$ cat config.mk
export PLATFORM = sky130hd
export DESIGN_NAME = pc_fetch_ctrl
export DESIGN_NICKNAME = d
export VERILOG_FILES = /design/src/rtl/pc_fetch_ctrl.sv
export SDC_FILE = /design/constraint.sdc
export NUM_CORES = 1
export LEC_CHECK = 0
export ABC_AREA = 1
export CAP_MARGIN = 20
export CORE_MARGIN = 5
export CORE_UTILIZATION = 25
export DETAILED_ROUTE_END_ITERATION = 10
export PLACE_DENSITY = 0.59
export SETUP_SLACK_MARGIN = 0.4
export SYNTH_ARGS = -nofsm -noshare
export SYNTH_HDL_FRONTEND = slang
export SYNTH_SLANG_ARGS = --single-unit
$ cat constraint.sdc
create_clock -name clk -period 9.1 [get_ports clk]
set_clock_uncertainty 0.05 [all_clocks]
set_input_delay 1.365 -clock clk [delete_from_list [all_inputs] [get_ports clk]]
set_output_delay 1.365 -clock clk [all_outputs]
set_load 0.03 [all_outputs]
$ cat src/rtl/pc_fetch_ctrl.sv
// pc_fetch_ctrl: owns the architectural PC, sequences one-at-a-time fetches to
// instruction memory and hands each fetched word (with pc / pc+4) to decode.
// Optional macro PC_MISALIGN_TRAP_EN: reject redirects to non-word-aligned
// targets and raise a sticky misalignErr flag; otherwise targets are
// word-aligned by clearing bits [1:0].
module pc_fetch_ctrl #(
    parameter logic [31:0] RESET_PC  = 32'h0000_0000,
    parameter logic [31:0] NOP_INSTR = 32'h0000_0013
) (
    input  logic        clk,
    input  logic        reset,
    input  logic        pcSrc,
    input  logic [31:0] pcTarget,
    output logic        imemReqValid,
    input  logic        imemReqReady,
    output logic [31:0] imemAddr,
    input  logic        imemRspValid,
    input  logic [31:0] imemRspData,
    output logic        instrValid,
    input  logic        instrReady,
    output logic [31:0] instr,
    output logic [31:0] pc,
    output logic [31:0] pcPlus4
`ifdef PC_MISALIGN_TRAP_EN
    ,
    output logic        misalignErr
`endif
);

    typedef enum logic [1:0] {
        S_FETCH = 2'd0,
        S_WAIT  = 2'd1,
        S_HOLD  = 2'd2,
        S_DROP  = 2'd3
    } state_t;

    state_t      state_q, state_d;
    logic [31:0] fetch_pc_q, fetch_pc_d;
    logic [31:0] pc_q, pc_d;
    logic [31:0] instr_q, instr_d;
    logic        req_q;
    logic        valid_q;
    logic        redirect;
    logic        req_hs;
    logic [31:0] target;

`ifdef PC_MISALIGN_TRAP_EN
    logic err_q, err_d;

    // Misaligned redirects are ignored and flagged instead of loaded.
    assign redirect = pcSrc && (pcTarget[1:0] == 2'b00);
    assign target   = pcTarget;
    assign err_d    = err_q || (pcSrc && (pcTarget[1:0] != 2'b00));
    assign misalignErr = err_q;
`else
    // Redirect targets are forced onto a word boundary.
    assign redirect = pcSrc;
    assign target   = pcTarget & 32'hFFFF_FFFC;
`endif

    assign req_hs = req_q && imemReqReady;

    // Next-state and datapath update; redirect wins over every other event.
    always_comb begin
        state_d    = state_q;
        fetch_pc_d = fetch_pc_q;
        pc_d       = pc_q;
        instr_d    = instr_q;
        case (state_q)
            S_FETCH: begin
                if (redirect) begin
                    fetch_pc_d = target;
                    state_d    = req_hs ? S_DROP : S_FETCH;
                end else if (req_hs) begin
                    state_d = S_WAIT;
                end
            end
            S_WAIT: begin
                if (redirect) begin
                    fetch_pc_d = target;
                    state_d    = imemRspValid ? S_FETCH : S_DROP;
                end else if (imemRspValid) begin
                    instr_d = imemRspData;
                    pc_d    = fetch_pc_q;
                    state_d = S_HOLD;
                end
            end
            S_HOLD: begin
                if (redirect) begin
                    fetch_pc_d = target;
                    instr_d    = NOP_INSTR;
                    state_d    = S_FETCH;
                end else if (instrReady) begin
                    fetch_pc_d = fetch_pc_q + 32'd4;
                    instr_d    = NOP_INSTR;
                    state_d    = S_FETCH;
                end
            end
            S_DROP: begin
                // A redirect coinciding with the stale response still retires it,
                // otherwise DROP would wait for a response that never comes.
                if (redirect) begin
                    fetch_pc_d = target;
                    state_d    = imemRspValid ? S_FETCH : S_DROP;
                end else if (imemRspValid) begin
                    state_d = S_FETCH;
                end
            end
            default: state_d = S_FETCH;
        endcase
    end

    // State and registered outputs; handshake outputs follow the next state.
    always_ff @(posedge clk or posedge reset) begin
        if (reset) begin
            state_q    <= S_FETCH;
            fetch_pc_q <= RESET_PC;
            pc_q       <= RESET_PC;
            instr_q    <= NOP_INSTR;
            req_q      <= 1'b0;
            valid_q    <= 1'b0;
`ifdef PC_MISALIGN_TRAP_EN
            err_q      <= 1'b0;
`endif
        end else begin
            state_q    <= state_d;
            fetch_pc_q <= fetch_pc_d;
            pc_q       <= pc_d;
            instr_q    <= instr_d;
            req_q      <= (state_d == S_FETCH);
            valid_q    <= (state_d == S_HOLD);
`ifdef PC_MISALIGN_TRAP_EN
            err_q      <= err_d;
`endif
        end
    end

    assign imemReqValid = req_q;
    assign imemAddr     = fetch_pc_q;
    assign instrValid   = valid_q;
    assign instr        = instr_q;
    assign pc           = pc_q;
    assign pcPlus4      = pc_q + 32'd4;

endmodule

==> flow_summary.ini <==
[detailed_routing]
vias = 5517
drc = 0
drt_pass1_iterations = 4
wl_per_cell_um = 15.2
viasPerCell = 4.40
drt_iter0_markers = 363
wl_um = 19100
ant_nets = 0

[cells_and_area]
utilization_pct = 36.5
n_fill_cell = 2298
syn_to_final_growth_pct = 45.1
regArea_mm2 = 0.00241
insertedDiodeCount = 0
layout.nets = 1040
multi_input_area_mm2 = 0.00268
drive_above_1_share_pct = 3.49

[timing]
fin_crit_sh_pct = 45.8
maxSlewViolCount = 0
finalSetupTns_ns = 0
finalSetupViolCount = 0
min_period_ns = 4.17
grt_setup_unrepaired = false
slew_headroom_pct = 38.7
tightest_slew_ns = 0.919
max_freq_mhz = 240
hold_viol_final = 0

[synthesis]
synth_xor_xnor_area_share_pct = 4.17
synth_top_area_share_pct = 42.6
synth_warnings = 0
synth.distinct_cells = 34
synth_most_common_cell = nand2_1
synth.area.top_cells = dfrtp_1 (43%), nand2_1 (20%), nor2_1 (8.1%)
synth-compound-area-share_pct = 7.02
synthArstFlopShare_pct = 100
synth-seq-area-share_pct = 44.1
ys_ff_latch = 96
synth-simple-area-share_pct = 37.0
muxShareOfSynthArea_pct = 0
syn_area_mm2 = 0.00546
synthFlopType = dfrtp_1
syn_avg_cell_area_um2 = 6.95
synth_top_family_by_area = simple AND/OR/NAND/NOR gates
yosysTopAreaCell = dfrtp_1
syn_inst = 785
synth_edf_count = 0
netlist_top_cells_count = nand2_1 (295), nor2_1 (118), dfrtp_1 (93)
synth_adder_area_share_pct = 0.459

[cts]
cts_num_sinks = 96
cts_hold_buf = 0
cts_buffers = 9
cts_setup_buffers = 0
ctsResizeCount = 0
cts_buffer_depth = 2
cts_root_buffer = clkbuf_16
clk_pin_slew_ns = 0.07
h-tree-depth = 3
clkLatencyLatePin_ns = 0.34
cts_tree = done

[grt]
grt-ovfl-total = 0
grt_pass1_vias = 5320
track_usage_pct = 15.1
grt_max_degree = 79
grt_pass1_wl_um = 29400
antenna_found_initial = 0

[worst_hold_path]
hold_path.class = reg -> reg
holdPathStages = 2

[setup_path]
end_kind = output port
critPathMaxFanout = 5
rr_worst_depth = 6
cp.arrival_ns = 2.75
crit_type = reg -> out
required_ns = 7.69
worst_setup_path_start_kind = register

[floorplan]
die-area_mm2 = 0.0249
rows = 54
die_w_um = 158
start_util_pct = 25.2
io_pins = 200
fp.coreArea_mm2 = 0.0217
die_h_um = 158

[place]
gp_congestion = 0.903
post-dp-hpwl_um = 15000
port_buffers = 191

[outcome]
status = finished clean

[pwr]
p_leak_uw = 0.00357
power.density_mw_per_mm2 = 322
ir_worst_vdd_mv = 0.0994

[flow_run]
maxCapViolCount = 0
==> power by group <==
part | switching [µW] | internal (µW) | leakage, µW
registers | 201 | 595 | 0.00119
logic | 853 | 544 | 0.00225
clock network | 170 | 188 | 0.000127
total | 1220 | 1330 | 0.00357
==> cell families after synthesis <==
family / Yosys count
fa+ha+maj: 2
flops: 96
buf+inv: 93
simple gates: 496
compound gates: 71
xor+xnor: 26
other cells: 1
==> registers in the layout, indices dropped and copies added (netlist names) <==
register	cells
imemAddr	30
imemReqValid	1
instrValid	1
instr	32
pc	30
state_q	2
==> worst max-delay path: stages (launching register included) <==
cell and delay (ns):
dfrtp_1 0.42, ha_1 0.23, inv_1 0.08, nor3_2 0.40, nand2_1 0.23, nor2_1 0.16
xor2_1 0.18, clkdlybuf4s50_1 0.71
==> through the flow <==
stage               total power (µW)  cell area, µm²  cells  hold slack, ns  setup WS (ns)
finish                          2550            7920   1253           0.421           4.93
global route                    2710            7920   1253           0.439           4.59
CTS                             2580            7890   1252           0.426           4.86
detailed placement              2220            7620   1236           0.408           4.48
global placement                2200            7620   1236           0.404           4.52
floorplan                       1580            5480    790           0.517           5.18
==> worst paths after layout <==
| path | startpoint | end | slack (ns) |
|---|---|---|---|
| min | instr[2] | instr[2] | 0.42 |
| min in group asynchronous | reset | instr[20] | 1.25 |
| min reg2reg | instr[2] | instr[2] | 0.42 |
| max | pc[2] | pcPlus4[18] | 4.93 |
| max in group asynchronous | reset | imemAddr[22] | 6.80 |
| max reg2reg | state_q[1] | instr[30] | 6.65 |
==> cells in the final DEF, fill, tap and decap left out, types with 3 or more instances in the layout <==
cell type        count
inv_2                4
o22a_1               3
inv_1               60
buf_4                3
nor2_1             117
conb_1               6
o21ai_0             53
nand4_1             12
nor4_1               3
a21oi_1              8
nor3_1              17
and2_1               3
o211ai_1             3
xor2_1              18
nand2_1            295
dfstp_2              3
clkbuf_16            9
nand3_1             38
nand3b_1             4
xnor2_1              8
dfrtp_1             93
clkdlybuf4s50_1    191
==> layout make-up <==
class | instances | share of cell area [%]
clock inverters | 5 | 0.521
clock buffers | 11 | 2.94
well taps | 280 | 4.42
flip-flops and latches | 96 | 30.4
multi-input cells | 601 | 33.8
repair buffers | 195 | 24.8
inverters | 65 | 3.11
==> routing by layer <==
| metal | GRT usage [%] | wire length [µm] | share of wire (%) | up-vias |
|---|---|---|---|---|
| li1 | - | - | - | 2835 |
| met3 | 3.12 | 1420 | 7.4 | 29 |
| met4 | 5.41 | 519 | 2.7 | 0 |
| met5 | 0 | 0 | 0 | - |
| met2 | 24.4 | 8810 | 46 | 160 |
| met1 | 20.0 | 8320 | 44 | 2493 |
No activity file was read; power rests on OpenSTA's default activity.
